$ cat src/rtl/alu_share_arbiter.sv
// Round-robin sharing of one combinational RV32I ALU between two requesters.
// One operation in flight: accept (IDLE) -> drive ALU (EXEC) -> hold result (RESP).

// Per-port handshake glue: gates the shared grant/response onto one requester.
module alu_share_port #(
    parameter int XLEN = 32
) (
    input  logic            grant,
    input  logic            sel,
    input  logic            req_valid,
    input  logic [XLEN-1:0] res_q,
    input  logic            zero_q,
    output logic            req_ready,
    output logic            rsp_valid,
    output logic [XLEN-1:0] result,
    output logic            zero
);
    assign req_ready = grant & req_valid;
    assign rsp_valid = sel;
    // Payload is forced to 0 on the port that does not own the response.
    assign result    = sel ? res_q : '0;
    assign zero      = sel & zero_q;
endmodule

module alu_share_arbiter #(
    parameter int XLEN = 32,
    parameter int OPW  = 4
) (
    input  logic            clk,
    input  logic            rst,

    input  logic            p0_req_valid,
    output logic            p0_req_ready,
    input  logic [OPW-1:0]  p0_op,
    input  logic [XLEN-1:0] p0_a,
    input  logic [XLEN-1:0] p0_b,
    output logic            p0_rsp_valid,
    input  logic            p0_rsp_ready,
    output logic [XLEN-1:0] p0_result,
    output logic            p0_zero,

    input  logic            p1_req_valid,
    output logic            p1_req_ready,
    input  logic [OPW-1:0]  p1_op,
    input  logic [XLEN-1:0] p1_a,
    input  logic [XLEN-1:0] p1_b,
    output logic            p1_rsp_valid,
    input  logic            p1_rsp_ready,
    output logic [XLEN-1:0] p1_result,
    output logic            p1_zero,

    output logic [OPW-1:0]  alu_op,
    output logic [XLEN-1:0] alu_data1,
    output logic [XLEN-1:0] alu_data2,
    input  logic [XLEN-1:0] alu_result,
    input  logic            alu_zero
);
    localparam int NUM_PORTS = 2;

    typedef struct packed {
        logic [OPW-1:0]  op;
        logic [XLEN-1:0] a;
        logic [XLEN-1:0] b;
    } alu_req_t;

    typedef enum logic [1:0] {
        IDLE = 2'd0,
        EXEC = 2'd1,
        RESP = 2'd2
    } state_t;

    state_t   state, state_nxt;
    alu_req_t req_q;
    alu_req_t [NUM_PORTS-1:0] req;
    logic [NUM_PORTS-1:0] req_valid, req_ready, rsp_ready, rsp_valid, rsp_zero;
    logic [NUM_PORTS-1:0][XLEN-1:0] rsp_result;
    logic [NUM_PORTS-1:0] grant_vec, sel_vec;
    logic [XLEN-1:0] res_q;
    logic            zero_q;
    logic            gnt_q, last_grant, gnt_sel, any_req, accept;

    assign req[0]    = {p0_op, p0_a, p0_b};
    assign req[1]    = {p1_op, p1_a, p1_b};
    assign req_valid = {p1_req_valid, p0_req_valid};
    assign rsp_ready = {p1_rsp_ready, p0_rsp_ready};

    // Contention goes to the port that did not win last time.
    assign any_req = |req_valid;
    assign gnt_sel = (&req_valid) ? ~last_grant : req_valid[1];
    assign accept  = (state == IDLE) && any_req;

    assign grant_vec = accept ? (gnt_sel ? 2'b10 : 2'b01) : 2'b00;
    assign sel_vec   = (state == RESP) ? (gnt_q ? 2'b10 : 2'b01) : 2'b00;

    always_comb begin
        state_nxt = state;
        case (state)
            IDLE:    if (any_req) state_nxt = EXEC;
            EXEC:    state_nxt = RESP;
            RESP:    if (rsp_ready[gnt_q]) state_nxt = IDLE;
            default: state_nxt = IDLE;
        endcase
    end

    always_ff @(posedge clk) begin
        if (rst) begin
            state      <= IDLE;
            req_q      <= '0;
            gnt_q      <= 1'b0;
            last_grant <= 1'b1;
            res_q      <= '0;
            zero_q     <= 1'b0;
        end else begin
            state <= state_nxt;
            if (accept) begin
                req_q      <= req[gnt_sel];
                gnt_q      <= gnt_sel;
                last_grant <= gnt_sel;
            end
            if (state == EXEC) begin
                res_q  <= alu_result;
                zero_q <= alu_zero;
            end
        end
    end

    // ALU inputs come straight from the operand registers so they only move on accept.
    assign alu_op    = req_q.op;
    assign alu_data1 = req_q.a;
    assign alu_data2 = req_q.b;

    for (genvar i = 0; i < NUM_PORTS; i++) begin : g_port
        alu_share_port #(.XLEN(XLEN)) u_port (
            .grant     (grant_vec[i]),
            .sel       (sel_vec[i]),
            .req_valid (req_valid[i]),
            .res_q     (res_q),
            .zero_q    (zero_q),
            .req_ready (req_ready[i]),
            .rsp_valid (rsp_valid[i]),
            .result    (rsp_result[i]),
            .zero      (rsp_zero[i])
        );
    end

    assign p0_req_ready = req_ready[0];
    assign p1_req_ready = req_ready[1];
    assign p0_rsp_valid = rsp_valid[0];
    assign p1_rsp_valid = rsp_valid[1];
    assign p0_result    = rsp_result[0];
    assign p1_result    = rsp_result[1];
    assign p0_zero      = rsp_zero[0];
    assign p1_zero      = rsp_zero[1];

    a_one_ready: assert property (@(posedge clk) !(p0_req_ready && p1_req_ready));
endmodule
$ cat config.mk
export PLATFORM = sky130hd
export DESIGN_NAME = alu_share_arbiter
export DESIGN_NICKNAME = d
export VERILOG_FILES = /design/src/rtl/alu_share_arbiter.sv
export SDC_FILE = /design/constraint.sdc
export NUM_CORES = 1
export LEC_CHECK = 0
export ABC_CLOCK_PERIOD_IN_PS = 2150
export CAP_MARGIN = 25
export CORE_MARGIN = 5
export CORE_UTILIZATION = 30
export CTS_CLUSTER_DIAMETER = 40
export CTS_CLUSTER_SIZE = 20
export DETAILED_ROUTE_END_ITERATION = 8
export MAX_ROUTING_LAYER = met4
export PLACE_DENSITY_LB_ADDON = 0.3
export SETUP_SLACK_MARGIN = 0.3
export SLEW_MARGIN = 15
export SYNTH_ARGS = -nofsm -noshare
export SYNTH_HDL_FRONTEND = slang
export SYNTH_HIERARCHICAL = 1
export SYNTH_SLANG_ARGS = --single-unit
$ cat constraint.sdc
create_clock -name clk -period 2.15 [get_ports clk]
set_input_delay 0.43 -clock clk [delete_from_list [all_inputs] [get_ports clk]]
set_output_delay 0.43 -clock clk [all_outputs]
set_load 0.005 [all_outputs]
After elaboration in Yosys (flattened, before gate mapping) --
Cells that the tools add are included.
Word-level totals: register bits after elaboration 105, bits of input ports 175, word-level logic and storage cells 38
Operators by class: order comparisons 2, equal/unequal tests 4, muxes and demuxes 14, bitwise operators 5, reductions and logical operators 5
Operators by type and width (count):
- 68-bit two-way mux | 2
- 32-bit two-way mux | 2
- 2-bit two-way mux | 6
- 2-bit case mux with 3 select lines | 1
- 1-bit bitwise AND | 4
- 1-bit by 2-bit < comparator with 1-bit output (second input constant) | 2
- 2-bit AND reduction | 2
- 1-bit two-way mux | 3
- 2-bit by 1-bit == test with 1-bit output (second input constant) | 1
- 2-bit == test (second input constant) | 1
- 2-bit logical NOT | 1
- 2-bit by 1-bit inequality test with 1-bit output (second input constant) | 1
- 2-bit inequality test (second input constant) | 1
- 2-bit OR reduction | 1
- 1-bit logical AND | 1
- 1-bit inverter | 1

Longest topological paths before layout --
Gate-level depths: netlist of the first run.
word-level depth 5, mapped depth 7

Cells and area by module --
The synthesis of the first run kept the hierarchy.
By module, submodules not included:
- alu_share_arbiter | instances 1, cells an instance 555, area an instance 4486.8 µm², seq. area each 2102.0 µm²
- alu_share_port | instances 2, cells an instance 38, area an instance 276.5 µm², seq. area each 0.0 µm²

Worst setup path before layout of the first run --
OpenSTA, ideal clock, no wires.
path type input -> output, start input p0_req_valid, end output p0_req_ready, arrival 1.266 ns, slack 0.454 ns, cell stages on the path 6, path through or2_1 -> buf_2 -> clkbuf_1 -> nand2_1 -> nor2_1 -> and2_1
Between the ends: longest elaborated chain between the ends 5
RTL lines:
- start: declaration | RTL line 32 | input logic p0_req_valid,
- 2-bit AND reduction | RTL line 89 | assign gnt_sel = (&req_valid) ? ~last_grant : req_valid[1];
- 1-bit two-way mux | RTL line 89
- 2-bit two-way mux | RTL line 92 | assign grant_vec = accept ? (gnt_sel ? 2'b10 : 2'b01) : 2'b00;
- 2-bit two-way mux (*) | RTL line 92
- via grant_vec[0] | RTL line 77 | logic [NUM_PORTS-1:0] grant_vec, sel_vec;
- 1-bit bitwise AND (*) | RTL line 18 | assign req_ready = grant & req_valid;
- end: declaration | RTL line 33 | output logic p0_req_ready,
Mark *: on every way through the listed nets, which the timed path passes. The rest lies on a longest branch.

Worst setup path in the final report of the first run --
start register state[0], end output p1_result[14]
Between the ends: longest elaborated chain between the ends 3
RTL lines:
- start: declaration | RTL line 72 | state_t state, state_nxt;
- start signal: assignment | RTL line 114 | state <= state_nxt;
- 2-bit == test | RTL line 93 | assign sel_vec = (state == RESP) ? (gnt_q ? 2'b10 : 2'b01) : 2'b00;
- 2-bit two-way mux | RTL line 93
- 32-bit two-way mux | RTL line 21 | assign result = sel ? res_q : '0;
- end: declaration | RTL line 49 | output logic [XLEN-1:0] p1_result,
Every way passes these cells.

==> results by group, run 1 <==
Synthesis
  • Post-synthesis sequential area ratio: 41.7%
  • Warnings from Yosys: 6
  • Synth top area cells: dfxtp_1, nand2_1, a21oi_1
  • Synthesized flop and latch total: 105
  • Cell taking the most area after synthesis: dfxtp_1
  • Number of synthesized flops with an enable pin: 0
  • Netlist cell types: 28
  • Ys flop type: dfxtp_1
  • Post-Syn Nets: 806
  • Post-Synthesis Cells: 631
  • Syn_area_per_cell: 7.99 µm²
  • Post-synth top area share: 41.7%
  • Async SR Flop Fraction: 0%
  • Synthesized area: 0.00504 mm²

Critical path
  • Crit Path Class: flip-flop to output port
  • Crit path DAT: 1.68 ns
  • Crit-path cells: and3b_2, buf_4, buf_12, buf_6, and2_2, dlymetal6s2s_1
  • CP startpoint kind: flip-flop
  • CP max stage cell: dfxtp_4
  • CP peak stage delay: 0.38 ns
  • CP Capture Type: output port
  • CP max FO: 6
  • Req. time, crit path: 1.72 ns

Detailed routing
  • Vias: 5678
  • Vias per cell: 4.89
  • Drt pass-1 iters: 4
  • DRC violation total after the first TritonRoute iteration: 252
  • Post-Route WL: 20500 µm
  • Final ANT Viol Nets: 0
  • DRC: 0
  • DR WL/cell: 17.6 µm

Global route
  • First-pass GRT wire length: 28200 µm
  • Initial antenna violation count: 0
  • Total grt overflow: 0
  • Vias in the first global route: 5325
  • Total global-route track usage: 18.4%
  • Pin count of the biggest net entering global routing: 73

Clocking
  • Worst-Skew Late Latency: 0.34 ns
  • Clock sinks: 105
  • CTS Buffer Depth: 2
  • Worst-path clk slew: 0.07 ns
  • CTS root buf: clkbuf_16
  • CTS tree: built
  • Cts bufs inserted: 9
  • # hold bufs at CTS: 0
  • H-tree Lvls: 3

STA
  • Final Setup Violations: 0
  • Slew headroom: 63.3%
  • Clk_skew: 0.00774 ns
  • Worst setup margin: 0.0408 ns
  • Setup Total Neg Slack: 0 ns
  • RSZ-0062 raised after global routing: true
  • Final period utilization: 98.1%
  • Max Fclk: 474 MHz
  • Hold Violations, Final: 0
  • Worst-Margin Slew: 0.550 ns
  • Min Tclk post-route: 2.11 ns
  • Slew Viols, Final: 0

Layout
  • Nets@finish: 1112
  • Layout cell share with drive strength beyond 1: 24.6%
  • Fin area: 0.00911 mm²
  • Synthesis-to-finish area growth: 80.7%
  • Antenna cells: 0

Die
  • Die area: 0.0195 mm²
  • Cell Rows: 47
  • Placeable Area: 0.0165 mm²
  • Die width: 140 µm
  • Initial Utilization: 30.5%
  • I/O pins: 313
  • Die height: 140 µm

Status
  • Run status: completed

Job
  • Max-Cap Viols: 0

Placed design
  • Port buffer count: 312
  • Placed inst area: 0.00840 mm²
  • Routability congestion estimate: 0.820
  • Dpl hpwl: 13200 µm
  • Post-place setup slack: -0.289 ns

Pwr
  • PD cells: 631 mW/mm²
  • Clock power frac: 31.8%
  • Internal power: 0.00416 W
  • Comb pwr share: 28.4%
  • Maximum VDD drop: 0.324 mV
  • Seq pwr share: 39.7%
  • Switching power: 0.00159 W
  • P_leak: 3.71 nW
  • Sw Share: 27.6%
  • Total power: 0.00575 W

Hold path
  • Worst hold path type: flip-flop to flip-flop
cells in the final DEF, fill, tap and decap left out, types with 2 or more instances in the layout:
cell type / netlist / final
clkdlybuf4s50_1: 0 / 239
nand2_1: 204 / 203
a21oi_1: 102 / 102
dfxtp_1: 105 / 101
a311oi_1: 48 / 48
buf_6: 3 / 47
and2_4: 0 / 34
and2_2: 66 / 33
buf_4: 3 / 23
a311oi_2: 20 / 20
buf_2: 9 / 16
clkbuf_16: 0 / 15
clkbuf_2: 6 / 12
buf_12: 0 / 6
dlymetal6s2s_1: 0 / 5
buf_8: 0 / 3
inv_6: 0 / 2
bufinv_16: 0 / 2
and2_1: 3 / 2
dfxtp_4: 0 / 2
dfxtp_2: 0 / 2
routing by layer:
layer / GRT usage [%] / wire length (µm) / up-vias
met5: - / 0 / -
met4: 5.30 / 376 / 0
met3: 5.63 / 1640 / 26
met2: 30.4 / 10200 / 232
met1: 21.6 / 8260 / 2640
li1: - / - / 2780
final cells by class:
type / count / area [µm²]
fillers: 1535 / 7420
clock inverters: 5 / 86.3
flip-flops and latches: 105 / 2110
clock buffers: 11 / 243
repair buffers: 361 / 3670
well taps: 220 / 275
multi-input cells: 460 / 2720
sequential cells by signal, summed over array words and instances, names as in the netlist:
register / cells
last_grant: 1
alu_data1: 32
zero_q: 1
alu_data2: 32
res_q: 32
gnt_q: 1
alu_op: 4
state: 2
worst paths after layout:
kind / depth (start not counted) / startpoint / slack (ns) / endpoint
worst max-delay path: 6 / state[0] / 0.04 / p1_result[14]
worst min-delay path: 2 / res_q[29] / 0.47 / res_q[29]
worst max register to register: 7 / state[0] / 0.42 / alu_data2[8]
worst min register to register: 2 / res_q[29] / 0.47 / res_q[29]
power by group through the flow:
stage	combinational (W)	sequential, W	clock (W)
CTS	0.00154	0.00228	0.00189
global route	0.00177	0.00231	0.00195
global placement	0.00153	0.00231	0
detailed placement	0.00153	0.00232	0
floorplan	0.000643	0.00232	0
finish	0.00163	0.00228	0.00183
critical path: cells and delay by family, from the launching register on:
family / cells / cell delay, ns
flip-flops: 1 / 0.38
AND/OR/NAND/NOR: 2 / 0.40
buffers and inverters: 4 / 0.54
cell usage after synthesis (2+ instances only):
cell	instances
a311oi_1	48
a21oi_1	102
and2_2	66
clkbuf_1	44
buf_6	3
and2_1	3
dfxtp_1	105
clkbuf_2	6
buf_4	3
nor2_1	2
a311oi_2	20
buf_2	9
nor2b_1	2
nand2_1	204
logic make-up after synthesis:
kind of cell / count (synthesis) / share of synthesized area (%)
buf+inv: 66 / 5.96
mux: 1 / 0.199
simple gates: 284 / 26.7
flops: 105 / 41.7
compound gates: 175 / 25.4
what timing repair did:
item,4_1_cts,5_1_grt
gates resized for setup,121,184
pin swaps,1,3
cloned,0,7
buffers inserted,2,19
setup endpoints to repair,139,138
stage by stage:
step | hold WS [ns] | utilization [%] | instances
3_3_place_gp | 0.449 | 50.8 | 1118
5_1_grt | 0.496 | 55.1 | 1162
4_1_cts | 0.466 | 52.7 | 1136
3_5_place_dp | 0.456 | 50.8 | 1118
6_report | 0.468 | 55.1 | 1162
2_1_floorplan | 0.440 | - | 631
Power figures use the tool's default switching activity.
==> inputs of run 2 (changes only) <==
--- a/config.mk
+++ b/config.mk
@@ -7,11 +7,14 @@
 export LEC_CHECK = 0
 export ABC_CLOCK_PERIOD_IN_PS = 2150
 export CAP_MARGIN = 25
+export CELL_PAD_IN_SITES_DETAIL_PLACEMENT = 0
+export CELL_PAD_IN_SITES_GLOBAL_PLACEMENT = 1
 export CORE_MARGIN = 5
-export CORE_UTILIZATION = 30
+export CORE_UTILIZATION = 27
 export CTS_CLUSTER_DIAMETER = 40
 export CTS_CLUSTER_SIZE = 20
 export DETAILED_ROUTE_END_ITERATION = 8
+export GPL_TIMING_DRIVEN = 0
 export MAX_ROUTING_LAYER = met4
 export PLACE_DENSITY_LB_ADDON = 0.3
 export SETUP_SLACK_MARGIN = 0.3
==> results by group, run 2 (synthesis results as in run 1) <==
Pwr
  • P_leak: 3.75 nW
  • PD cells: 603 mW/mm²
  • Total power: 0.00567 W
  • Maximum VDD drop: 0.513 mV

Detailed routing
  • DR WL/cell: 17.5 µm
  • DRC violation total after the first TritonRoute iteration: 147
  • Final ANT Viol Nets: 0
  • Drt pass-1 iters: 6
  • Vias: 5738
  • Post-Route WL: 21500 µm
  • Vias per cell: 4.68
  • DRC: 0

STA
  • Fin Hold WS: 0.450 ns
  • Slew headroom: 50.6%
  • Final Setup Violations: 0
  • RSZ-0062 raised after global routing: true
  • Clk_skew: 0.00924 ns
  • Worst-Margin Slew: 0.742 ns
  • Min Tclk post-route: 2.08 ns
  • Hold Violations, Final: 0
  • Worst setup margin: 0.0682 ns
  • Max Fclk: 480 MHz
  • Final period utilization: 96.8%
  • Slew Viols, Final: 0

Critical path
  • CP Capture Type: output port
  • CP startpoint kind: flip-flop
  • Critical path origin: gnt_q
  • Crit Path Class: flip-flop to output port
  • Crit-path cells: nor3b_4, buf_6, buf_6, buf_6, buf_8, buf_6, and2_4, buf_6
  • Req. time, crit path: 1.72 ns
  • CP max FO: 5
  • Reg-to-Reg Start: state[0]
  • CP most frequent cell: buf_6
  • Crit path DAT: 1.65 ns
  • CP peak stage delay: 0.36 ns
  • CP max stage cell: dfxtp_4

Hold path
  • Min-delay src: p0_req_valid
  • Worst hold path type: primary input to flip-flop

Clocking
  • Cts bufs inserted: 9
  • CTS root buf: clkbuf_16
  • Worst-Skew Late Latency: 0.35 ns
  • CTS Buffer Depth: 2
  • Worst-path clk slew: 0.06 ns
  • # hold bufs at CTS: 0
  • H-tree Lvls: 3
  • Clock sinks: 105
  • CTS tree: built

Global route
  • Initial antenna violation count: 0
  • Total grt overflow: 0
  • Pin count of the biggest net entering global routing: 17
  • Total global-route track usage: 19.1%
  • Vias in the first global route: 5659
  • First-pass GRT wire length: 31500 µm

Die
  • I/O pins: 313
  • Die area: 0.0215 mm²
  • Die width: 147 µm
  • Placeable Area: 0.0185 mm²
  • Die height: 147 µm
  • Initial Utilization: 27.2%
  • Cell Rows: 50

Job
  • Max-Cap Viols: 0

Layout
  • Most frequent cells in the layout: clkdlybuf4s50_1, nand2_1, a21oi_1
  • Layout cell share with drive strength beyond 1: 24.6%
  • Synthesis-to-finish area growth: 86.5%
  • Nets@finish: 1162
  • Antenna cells: 0
  • Post-layout util: 50.8%
  • Most common cell after layout, fill and taps aside: clkdlybuf4s50_1

Placed design
  • Post-place setup slack: -0.938 ns
  • Routability congestion estimate: 0.801
  • Dpl hpwl: 15900 µm
  • Port buffer count: 311

Status
  • Run status: completed
[run 2: changes by cell type in the layout (fill, tap and decap cells not counted), moves of 5 or more]
cell,delta
clkbuf_1,+38
buf_6,+27
and2_2,-17
and2_4,+16
buf_4,-10
buf_8,+7
buf_12,-5
[run 2: critical path, delay by kind of cell, from the launching register on]
family | cells | cell delay, ns
and+or+nand+nor | 2 | 0.34
buffers and inverters | 6 | 0.60
DFF | 1 | 0.36
[run 2: per-layer routing]
metal	part of all wire, %	vias to the layer above	global-route usage (%)	wire length [µm]
met5	0	-	-	0
met4	0.91	0	4.33	195
met3	8.6	11	6.46	1850
met2	50	220	32.0	10700
met1	41	2613	22.2	8790
li1	-	2894	-	-
[run 2: final timing paths]
path                         to  cells past startpoint  slack [ns]
setup / recovery  p0_result[21]                      8        0.07
hold reg to reg        res_q[1]                      2        0.47
setup reg to reg  alu_data1[16]                      8        0.45
hold / removal       last_grant                      3        0.45
[run 2: timing repair]
action / 4_1_cts / 5_1_grt
pin swaps: 3 / 5
resized for setup: 356 / 94
hold endpoints to repair: 0 / 0
cloned: 2 / 3
setup buffers: 16 / 13
endpoints found under the setup margin: 139 / 101
[run 2: cell type report]
class	instances	area, µm²
Buffer	66	432
Clock buffer	12	256
Clock inverter	4	51.3
Fill cell	1818	9120
Multi-Input combinational cell	460	2750
Sequential cell	105	2120
Tap cell	234	293
Timing Repair Buffer	345	3510
[run 2: report_power, final]
group | internal (W) | switching, W | total [W]
registers | 0.00216 | 0.000129 | 0.00229
clock network | 0.000969 | 0.000754 | 0.00172
logic | 0.000946 | 0.000717 | 0.00166
[run 2: metrics by stage]
step / std cells / setup TNS (ns) / cell area [µm²]
3_5_place_dp: 1176 / -32.16 / 8450
2_1_floorplan: 631 / 0 / 5040
6_report: 1226 / 0 / 9400
3_3_place_gp: 1176 / -32.04 / 8450
4_1_cts: 1210 / -0.860 / 9070
5_1_grt: 1226 / 0 / 9400
==> inputs of run 3 (changes only) <==
--- a/config.mk
+++ b/config.mk
@@ -10,7 +10,8 @@
 export CELL_PAD_IN_SITES_DETAIL_PLACEMENT = 0
 export CELL_PAD_IN_SITES_GLOBAL_PLACEMENT = 1
 export CORE_MARGIN = 5
-export CORE_UTILIZATION = 27
+export CORE_UTILIZATION = 28
+export CTS_BUF_LIST = sky130_fd_sc_hd__clkbuf_8
 export CTS_CLUSTER_DIAMETER = 40
 export CTS_CLUSTER_SIZE = 20
 export DETAILED_ROUTE_END_ITERATION = 8
==> results by group, run 3 (synthesis results as in run 1) <==
STA
  • RSZ-0062 raised after global routing: true
  • Slew headroom: 50.0%
  • Final period utilization: 96.9%
  • Worst setup margin: 0.0659 ns
  • Max Fclk: 480 MHz
  • Hold Violations, Final: 0
  • Worst-Margin Slew: 0.750 ns
  • Fin Hold WS: 0.477 ns
  • Slew Viols, Final: 0
  • Final Setup Violations: 0
  • Clk_skew: 0.0172 ns
  • Min Tclk post-route: 2.08 ns

Global route
  • First-pass GRT wire length: 31300 µm
  • Total global-route track usage: 20.1%
  • Pin count of the biggest net entering global routing: 16
  • Total grt overflow: 0
  • Vias in the first global route: 5749
  • Initial antenna violation count: 0

Layout
  • Layout cell share with drive strength beyond 1: 25.3%
  • Nets@finish: 1164
  • Synthesis-to-finish area growth: 86.2%
  • Antenna cells: 0
  • Most common cell after layout, fill and taps aside: clkdlybuf4s50_1
  • Most frequent cells in the layout: clkdlybuf4s50_1, nand2_1, a21oi_1
  • Layout Cells excl Fill: 1223
  • Post-layout util: 52.6%

Detailed routing
  • Final ANT Viol Nets: 0
  • DRC: 0
  • DR WL/cell: 17.5 µm
  • Vias per cell: 4.71
  • Drt pass-1 iters: 4
  • Post-Route WL: 21400 µm
  • Vias: 5761
  • DRC violation total after the first TritonRoute iteration: 206

Clocking
  • Cts bufs inserted: 9
  • Clock sinks: 105
  • # hold bufs at CTS: 0
  • CTS Buffer Depth: 2
  • H-tree Lvls: 3
  • CTS root buf: clkbuf_8
  • CTS tree: built
  • Worst-path clk slew: 0.10 ns
  • Worst-Skew Late Latency: 0.38 ns

Die
  • Die width: 144 µm
  • Die area: 0.0208 mm²
  • Cell Rows: 49
  • I/O pins: 313
  • Placeable Area: 0.0178 mm²
  • Initial Utilization: 28.2%
  • Die height: 144 µm

Status
  • Run status: completed

Critical path
  • CP most frequent cell: clkdlybuf4s15_2
  • CP Capture Type: output port
  • CP max FO: 10
  • Reg-to-Reg Start: state[1]
  • CP startpoint kind: primary input
  • WP buf/inv: 4
  • Critical path's top delay family: buffers and inverters
  • Crit-path cells: clkdlybuf4s15_2, or2_1, buf_6, clkbuf_16, nand2_2, nor2_1, and2_1, clkdlybuf4s15_2
  • Req. time, crit path: 1.72 ns
  • Crit path DAT: 1.65 ns
  • CP max stage cell: or2_1
  • Critical path origin: p0_req_valid
  • Crit Path Class: primary input to output port
  • CP peak stage delay: 0.24 ns

Pwr
  • P_leak: 3.73 nW
  • PD cells: 563 mW/mm²
  • Maximum VDD drop: 0.285 mV
  • Total power: 0.00528 W

Placed design
  • Placed Instances: 1171
  • Routability congestion estimate: 0.810
  • Post-place setup slack: -0.956 ns
  • Dpl hpwl: 16000 µm
  • Port buffer count: 311

Job
  • Max-Cap Viols: 0

Hold path
  • Min-delay src: res_q[11]
  • Worst hold path type: flip-flop to flip-flop
-- run 3: changes by cell type in the layout (fill, tap and decap cells not counted), sizes merged --
| cell | change |
|---|---|
| and3b | +1 |
| buf | +9 |
| bufinv | +1 |
| clkbuf | -8 |
| clkdlybuf4s15 | -1 |
| clkinv | -1 |
| clkinvlp | -1 |
| dlymetal6s2s | -2 |
| inv | +4 |
-- run 3: power breakdown --
part	switching (W)	internal [W]
Clock	0.000696	0.000640
Sequential	0.000128	0.00216
Combinational	0.000714	0.000946
-- run 3: final timing paths --
path	end	slack [ns]	cells past startpoint
worst max-delay path	p0_req_ready	0.07	8
worst min-delay path	res_q[11]	0.48	2
worst max register to register	alu_data1[14]	0.45	8
worst min register to register	res_q[11]	0.48	2
-- run 3: through the flow --
stage	instance area, µm²	TNS [ns]
2_1_floorplan	5040	0
3_3_place_gp	8440	-28.16
3_5_place_dp	8440	-28.15
4_1_cts	9250	0
5_1_grt	9380	0
6_report	9380	0
-- run 3: layer usage --
layer	part of all wire [%]	GRT usage, %	vias up
met5	0	-	-
met4	1.6	6.14	0
met1	40	23.2	2645
met2	49	34.1	216
met3	8.6	5.72	21
li1	-	-	2879
-- run 3: cell type report --
class	count	area [µm²]
Sequential cell	105	2120
Multi-Input combinational cell	461	2770
Timing Repair Buffer	347	3570
Fill cell	1742	8460
Buffer	65	442
Clock buffer	9	124
Tap cell	229	287
Clock inverter	7	80.1
-- run 3: worst register-to-register path, cell delays in order, from the launching register on --
cell,delay [ns]
dfxtp_4,0.37
buf_4,0.16
nor2_4,0.12
buf_4,0.19
and2_1,0.13
buf_2,0.15
buf_6,0.16
buf_6,0.18
a311oi_2,0.10
-- run 3: timing repair --
action	CTS	global route
endpoints found under the hold margin	0	0
cloned	8	0
pin swaps	4	5
setup buffers	27	2
gates resized for setup	461	53
endpoints found under the setup margin	124	111
